[src/rtl/wb_pkg.sv]
// Shared definitions for the write-back / razor replay controller.
package wb_pkg;

    typedef enum logic [1:0] {
        ST_RUN      = 2'd0,
        ST_FLUSH    = 2'd1,
        ST_REDIRECT = 2'd2
    } wb_state_e;

    localparam logic [4:0]  REG_ZERO         = 5'd0;
    localparam int unsigned FLUSH_CYCLES_DEF = 3;
    localparam int unsigned FLUSH_CNT_W      = 4;

endpackage

[src/rtl/wb_sat_counter.sv]
// Saturating up-counter with synchronous active-low reset; stops at all-ones.
module wb_sat_counter
    import wb_pkg::*;
#(
    parameter int unsigned W = 16
) (
    input  logic         clk,
    input  logic         reset,
    input  logic         inc,
    output logic [W-1:0] count
);

    logic [W-1:0] count_q;
    logic [W-1:0] count_d;

    always_comb begin
        count_d = count_q;
        if (inc && (count_q != {W{1'b1}})) begin
            count_d = count_q + W'(1);
        end
    end

    always_ff @(posedge clk) begin
        if (!reset) begin
            count_q <= '0;
        end else begin
            count_q <= count_d;
        end
    end

    assign count = count_q;

endmodule

[src/rtl/wb_replay_ctrl.sv]
// Write-back commit, WB-to-EX forwarding entry and razor squash/flush/redirect sequencer.
// Optional saturating error counter on err_count is built when WB_ERR_CNT_EN is defined.
module wb_replay_ctrl
    import wb_pkg::*;
#(
    parameter int unsigned FLUSH_CYCLES = FLUSH_CYCLES_DEF,
    parameter int unsigned ERR_CNT_W    = 16
) (
    input  logic        clk,
    input  logic        reset,
    input  logic [31:0] mem_in,
    input  logic [31:0] alu_in,
    input  logic [31:0] regWrAddr_in,
    input  logic        MemtoReg_in,
    input  logic        RegWr_in,
    input  logic        error_in,
    input  logic [31:0] pc_in,
    output logic        rf_we,
    output logic [4:0]  rf_waddr,
    output logic [31:0] rf_wdata,
    output logic        fwd_valid,
    output logic [4:0]  fwd_addr,
    output logic [31:0] fwd_data,
    output logic        flush,
    output logic        pc_redirect_valid,
    output logic [31:0] pc_redirect
`ifdef WB_ERR_CNT_EN
    ,
    output logic [ERR_CNT_W-1:0] err_count
`endif
);

    wb_state_e               state_q, state_d;
    logic [FLUSH_CNT_W-1:0]  flush_cnt_q, flush_cnt_d;
    logic [31:0]             replay_pc_q, replay_pc_d;
    logic                    rf_we_q, rf_we_d;
    logic [4:0]              rf_waddr_q, rf_waddr_d;
    logic [31:0]             rf_wdata_q, rf_wdata_d;
    logic                    fwd_valid_q, fwd_valid_d;
    logic [4:0]              fwd_addr_q, fwd_addr_d;
    logic [31:0]             fwd_data_q, fwd_data_d;
    logic                    flush_q, flush_d;
    logic                    redir_vld_q, redir_vld_d;
    logic [31:0]             redir_pc_q, redir_pc_d;

    logic [4:0]  waddr;
    logic [31:0] wdata;
    logic        unused_addr_hi;

    assign waddr          = regWrAddr_in[4:0];
    assign wdata          = MemtoReg_in ? mem_in : alu_in;
    assign unused_addr_hi = ^regWrAddr_in[31:5];

    always_comb begin
        state_d     = state_q;
        flush_cnt_d = flush_cnt_q;
        replay_pc_d = replay_pc_q;
        rf_we_d     = 1'b0;
        rf_waddr_d  = rf_waddr_q;
        rf_wdata_d  = rf_wdata_q;
        fwd_valid_d = fwd_valid_q;
        fwd_addr_d  = fwd_addr_q;
        fwd_data_d  = fwd_data_q;
        flush_d     = 1'b0;
        redir_vld_d = 1'b0;
        redir_pc_d  = redir_pc_q;

        case (state_q)
            ST_RUN: begin
                if (error_in) begin
                    state_d     = ST_FLUSH;
                    flush_cnt_d = FLUSH_CNT_W'(FLUSH_CYCLES);
                    replay_pc_d = pc_in;
                    flush_d     = 1'b1;
                    fwd_valid_d = 1'b0;
                end else if (RegWr_in && (waddr != REG_ZERO)) begin
                    rf_we_d     = 1'b1;
                    rf_waddr_d  = waddr;
                    rf_wdata_d  = wdata;
                    fwd_valid_d = 1'b1;
                    fwd_addr_d  = waddr;
                    fwd_data_d  = wdata;
                end
            end
            // Outputs are registered, so flush/redirect are set up one cycle
            // ahead to line up exactly with the FLUSH/REDIRECT state cycles.
            ST_FLUSH: begin
                if (flush_cnt_q <= FLUSH_CNT_W'(1)) begin
                    state_d     = ST_REDIRECT;
                    redir_vld_d = 1'b1;
                    redir_pc_d  = replay_pc_q;
                end else begin
                    flush_cnt_d = flush_cnt_q - FLUSH_CNT_W'(1);
                    flush_d     = 1'b1;
                end
            end
            ST_REDIRECT: begin
                state_d = ST_RUN;
            end
            default: begin
                state_d = ST_RUN;
            end
        endcase
    end

    always_ff @(posedge clk) begin
        if (!reset) begin
            state_q     <= ST_RUN;
            flush_cnt_q <= '0;
            replay_pc_q <= '0;
            rf_we_q     <= 1'b0;
            rf_waddr_q  <= '0;
            rf_wdata_q  <= '0;
            fwd_valid_q <= 1'b0;
            fwd_addr_q  <= '0;
            fwd_data_q  <= '0;
            flush_q     <= 1'b0;
            redir_vld_q <= 1'b0;
            redir_pc_q  <= '0;
        end else begin
            state_q     <= state_d;
            flush_cnt_q <= flush_cnt_d;
            replay_pc_q <= replay_pc_d;
            rf_we_q     <= rf_we_d;
            rf_waddr_q  <= rf_waddr_d;
            rf_wdata_q  <= rf_wdata_d;
            fwd_valid_q <= fwd_valid_d;
            fwd_addr_q  <= fwd_addr_d;
            fwd_data_q  <= fwd_data_d;
            flush_q     <= flush_d;
            redir_vld_q <= redir_vld_d;
            redir_pc_q  <= redir_pc_d;
        end
    end

    assign rf_we             = rf_we_q;
    assign rf_waddr          = rf_waddr_q;
    assign rf_wdata          = rf_wdata_q;
    assign fwd_valid         = fwd_valid_q;
    assign fwd_addr          = fwd_addr_q;
    assign fwd_data          = fwd_data_q;
    assign flush             = flush_q;
    assign pc_redirect_valid = redir_vld_q;
    assign pc_redirect       = redir_pc_q;

`ifdef WB_ERR_CNT_EN
    logic err_inc;
    assign err_inc = (state_q == ST_RUN) && error_in;

    wb_sat_counter #(
        .W (ERR_CNT_W)
    ) u_err_cnt (
        .clk   (clk),
        .reset (reset),
        .inc   (err_inc),
        .count (err_count)
    );
`else
    logic [ERR_CNT_W-1:0] unused_err_cnt;
    assign unused_err_cnt = '0;
`endif

endmodule

[config.mk]
export PLATFORM = sky130hd
export DESIGN_NAME = wb_replay_ctrl
export DESIGN_NICKNAME = d
export VERILOG_FILES = /design/src/rtl/wb_pkg.sv /design/src/rtl/wb_sat_counter.sv /design/src/rtl/wb_replay_ctrl.sv
export SDC_FILE = /design/constraint.sdc
export NUM_CORES = 1
export LEC_CHECK = 0
export CAP_MARGIN = 20
export CORE_MARGIN = 10
export CORE_UTILIZATION = 30
export CTS_BUF_LIST = sky130_fd_sc_hd__clkbuf_4
export DETAILED_ROUTE_END_ITERATION = 8
export PLACE_DENSITY_LB_ADDON = 0.3
export SYNTH_ARGS = -nofsm -noshare
export SYNTH_HDL_FRONTEND = slang
export SYNTH_SLANG_ARGS = --single-unit
[constraint.sdc]
create_clock -name clk -period 4.6 [get_ports clk]
set_input_delay 0.46 -clock clk [delete_from_list [all_inputs] [get_ports clk]]
set_output_delay 0.46 -clock clk [all_outputs]
set_load 0.02 [all_outputs]
==> reports/qor.tcl <==
set qor(status) {finished clean}
set qor(initial_antenna_violation_count) 0
set qor(finalClockSkew_ns) 0.0174
set qor(syn2layout_area_growth_pct) 46.0
set qor(leakage_nw) 2.42
set qor(setup-violations-final) 0
set qor(dieWidth_um) 144
set qor(slowest_delay_ns) 0.68
set qor(route.final.wire_length_um) 14600
set qor(path_depth) 6
set qor(post_route_worst_hold_slack_ns) 0.455
set qor(route.detailed.drc) 0
set qor(worst_path_dominant_cell_family) {buffers and inverters}
set qor(clkTransAtPathRegs_ns) 0.16
set qor(maxSlewHeadroom_pct) 33.8
set qor(critPathCaptureType) {register}
set qor(crit_path_start) {error_in}
set qor(die_y_um) 144
set qor(worstPathMaxFanout) 71
set qor(initial_utilization_pct) 30.5
set qor(worst_hold_path_type) {register to register}
set qor(vias_per_cell) 4.64
set qor(peakVddDrop_mv) 0.147
set qor(first_global_vias) 4008
set qor(netSwitchingPower_mw) 0.629
set qor(die-area_um2) 20800
set qor(synth_ff_type) {dfxtp_1}
set qor(part_of_the_power_in_combinational_logic_pct) 24.9
set qor(path_buf_inv) 2
set qor(gr-total-overflow) 0
set qor(min_from) {fwd_valid}
set qor(achievable-frequency_ghz) 0.449
set qor(cp_slowest_cell) {buf_4}
set qor(vias) 4058
set qor(report.final.hold_viol_count) 0
set qor(mostFrequentLayoutCells) {214 x clkdlybuf4s50_1, 133 x nand2_1, 111 x dfxtp_1}
set qor(ctsResizeCount) 0
set qor(final_common_cell) {clkdlybuf4s50_1}
set qor(layout.cell_area.non_filler_um2) 6780
set qor(worstSetupEndpoint) {fwd_addr[2]}
set qor(worstSkewPairLatency_ns) 0.46
set qor(timing.final.max_slew_violations) 0
set qor(postLayoutSetupSlackWorst_ns) 2.37
set qor(grt_start_max_net_pins) 91
set qor(num_antenna_cells) 0
set qor(place_worst_setup_slack_ns) 1.86
set qor(grt_util_all_layers_pct) 13.3
set qor(crit_type) {primary input to register}
set qor(placed_standard_cell_area_um2) 6640
set qor(buffer_levels_on_the_longest_clock_path) 2
set qor(synthesis.instances) 524
set qor(p_per_area_nw_per_um2) 305
set qor(antenna_left) 0
set qor(critical_path.reg2reg.startpoint) {state_q[1]}
set qor(power.share.sequential_pct) 51.2
set qor(finalCoreUtilization_pct) 44.6
set qor(final_layout_size_suffix_gt1_share_pct) 8.30
set qor(switching_share_pct) 30.4
set qor(synth-edff-count) 0
set qor(post-route-period-util_pct) 48.5
set qor(yosysSeqAreaShare_pct) 47.9
set qor(root_buffer_selected_by_cts) {clkbuf_4}
set qor(detailedRoute.firstPassIterationCount) 4
set qor(max_cap_viol_count) 0
set qor(rrSetupSlack_ns) 2.45
set qor(core_um2) 15200
set qor(post_synth_instance_area_um2) 4640
set qor(p_clk_share_pct) 23.9
set qor(timing.critical_path.from_type) {primary input}
set qor(cts-buffers-inserted) 9
set qor(synth.yosys.warnings) 0
set qor(synth.net_count) 659
set qor(wl_per_cell_um) 16.7
set qor(ctsHoldBuffers) 0
set qor(synthDistinctLibCells) 29
set qor(synth_area_per_cell_um2) 8.85
set qor(crit_arrival_ns) 2.58
set qor(tightestPinTransition_ns) 0.992
set qor(cell_internal_power_mw) 1.44
set qor(grt_setup_unrepaired) {no}
set qor(routability_congestion_estimate_from_global_placement) 0.791
set qor(io_pins) 243
set qor(timing.critical_path.cells) {clkdlybuf4s50_1, or4b_4, a21oi_4, buf_4, mux2i_1, nor2_1}
set qor(r2r_cells) 5
set qor(finalCriticalPeriod_ns) 2.23
set qor(cp.required_ns) 4.95
set qor(clock_tree_from_tritoncts) {done}
set qor(std_cell_rows) 45
set qor(synth-seq-cells) 111
set qor(synth-async-reset-ratio_pct) 0
set qor(htreeDepth) 3
set qor(drt_iter0_markers) 103
set qor(cts_setup_buffers) 0
set qor(critical_path.reg2reg.endpoint) {fwd_addr[2]}
set qor(portBuffers) 215
set qor(design.final.nets) 818
set qor(clock-sinks) 111
set qor(setup-tns-final_ns) 0
set qor(grt_first_pass_wirelength_um) 21900
set qor(detailed_place_hpwl_um) 11100
[synth_stat cells (4+ instances only)]
cell type / count / share of area [%]
buf_6: 4 / 0.97
buf_4: 40 / 6.5
dfxtp_1: 111 / 48
a21oi_1: 66 / 7.1
mux2i_1: 35 / 7.6
clkbuf_1: 25 / 2.0
a211oi_2: 32 / 8.6
inv_1: 4 / 0.32
nand2_1: 133 / 11
nor2_1: 45 / 3.6
[cells by family (layout without fill, tap and decap cells)]
kind of cell | count (synthesis) | count (layout) | synth area share (%)
simple gates | 191 | 191 | 16.3
compound gates | 105 | 105 | 17.1
fa+ha+maj | 2 | 2 | 0.539
xor+xnor | 2 | 2 | 0.378
flops | 111 | 111 | 47.9
mux | 35 | 35 | 7.55
buf+inv | 78 | 241 | 10.3
[registers in the layout (all words and copies together), names as in the netlist, 2 cells and up]
signal       count
pc_redirect     32
fwd_addr         5
fwd_data        32
state_q          2
replay_pc_q     32
flush_cnt_q      4
[worst reg2reg max path, stage by stage, from the launching register on]
cell     delay, ns
dfxtp_1       0.36
or4b_4        0.55
a21oi_4       0.11
buf_4         0.68
mux2i_1       0.29
nor2_1        0.05
[cell type report]
| cell class | count | area, um2 |
|---|---|---|
| fillers | 1449 | 8430 |
| clock buffers | 9 | 67.6 |
| well taps | 188 | 235 |
| multi-input cells | 335 | 1940 |
| inverters | 5 | 21.3 |
| repair buffers | 221 | 2220 |
| clock inverters | 6 | 68.8 |
| flip-flops and latches | 111 | 2220 |
[routing by layer]
layer  vias up  global-route usage (%)  wire, um
met3        13                    5.77      1810
li1       2025                       -         -
met2       171                    20.8      6380
met1      1849                    16.1      6270
met4         0                    4.47       167
met5         -                       0         0
[power by group through the flow]
stage	Combinational [mW]	Sequential, mW	Clock [mW]
after detailed placement	0.522	1.08	0
after floorplan	0.256	1.11	0
after global routing	0.558	1.07	0.559
after CTS	0.524	1.06	0.523
after global placement	0.507	1.08	0
final	0.516	1.06	0.494
[metrics by stage]
stage	power, mW	cells
3_5_place_dp	1.60	860
6_report	2.07	875
4_1_cts	2.11	875
2_1_floorplan	1.37	524
3_3_place_gp	1.58	858
5_1_grt	2.19	875
[how the worst min path moves through the flow]
stage / to / slack [ns] / cells past startpoint
2_1_floorplan: pc_redirect[0] / 0.43 / 2
3_5_place_dp: fwd_valid / 0.44 / 2
6_report: fwd_valid / 0.46 / 2
5_1_grt: replay_pc_q[20] / 0.47 / 3
3_3_place_gp: fwd_valid / 0.44 / 2
4_1_cts: replay_pc_q[20] / 0.45 / 3
Power figures use the tool's default switching activity.
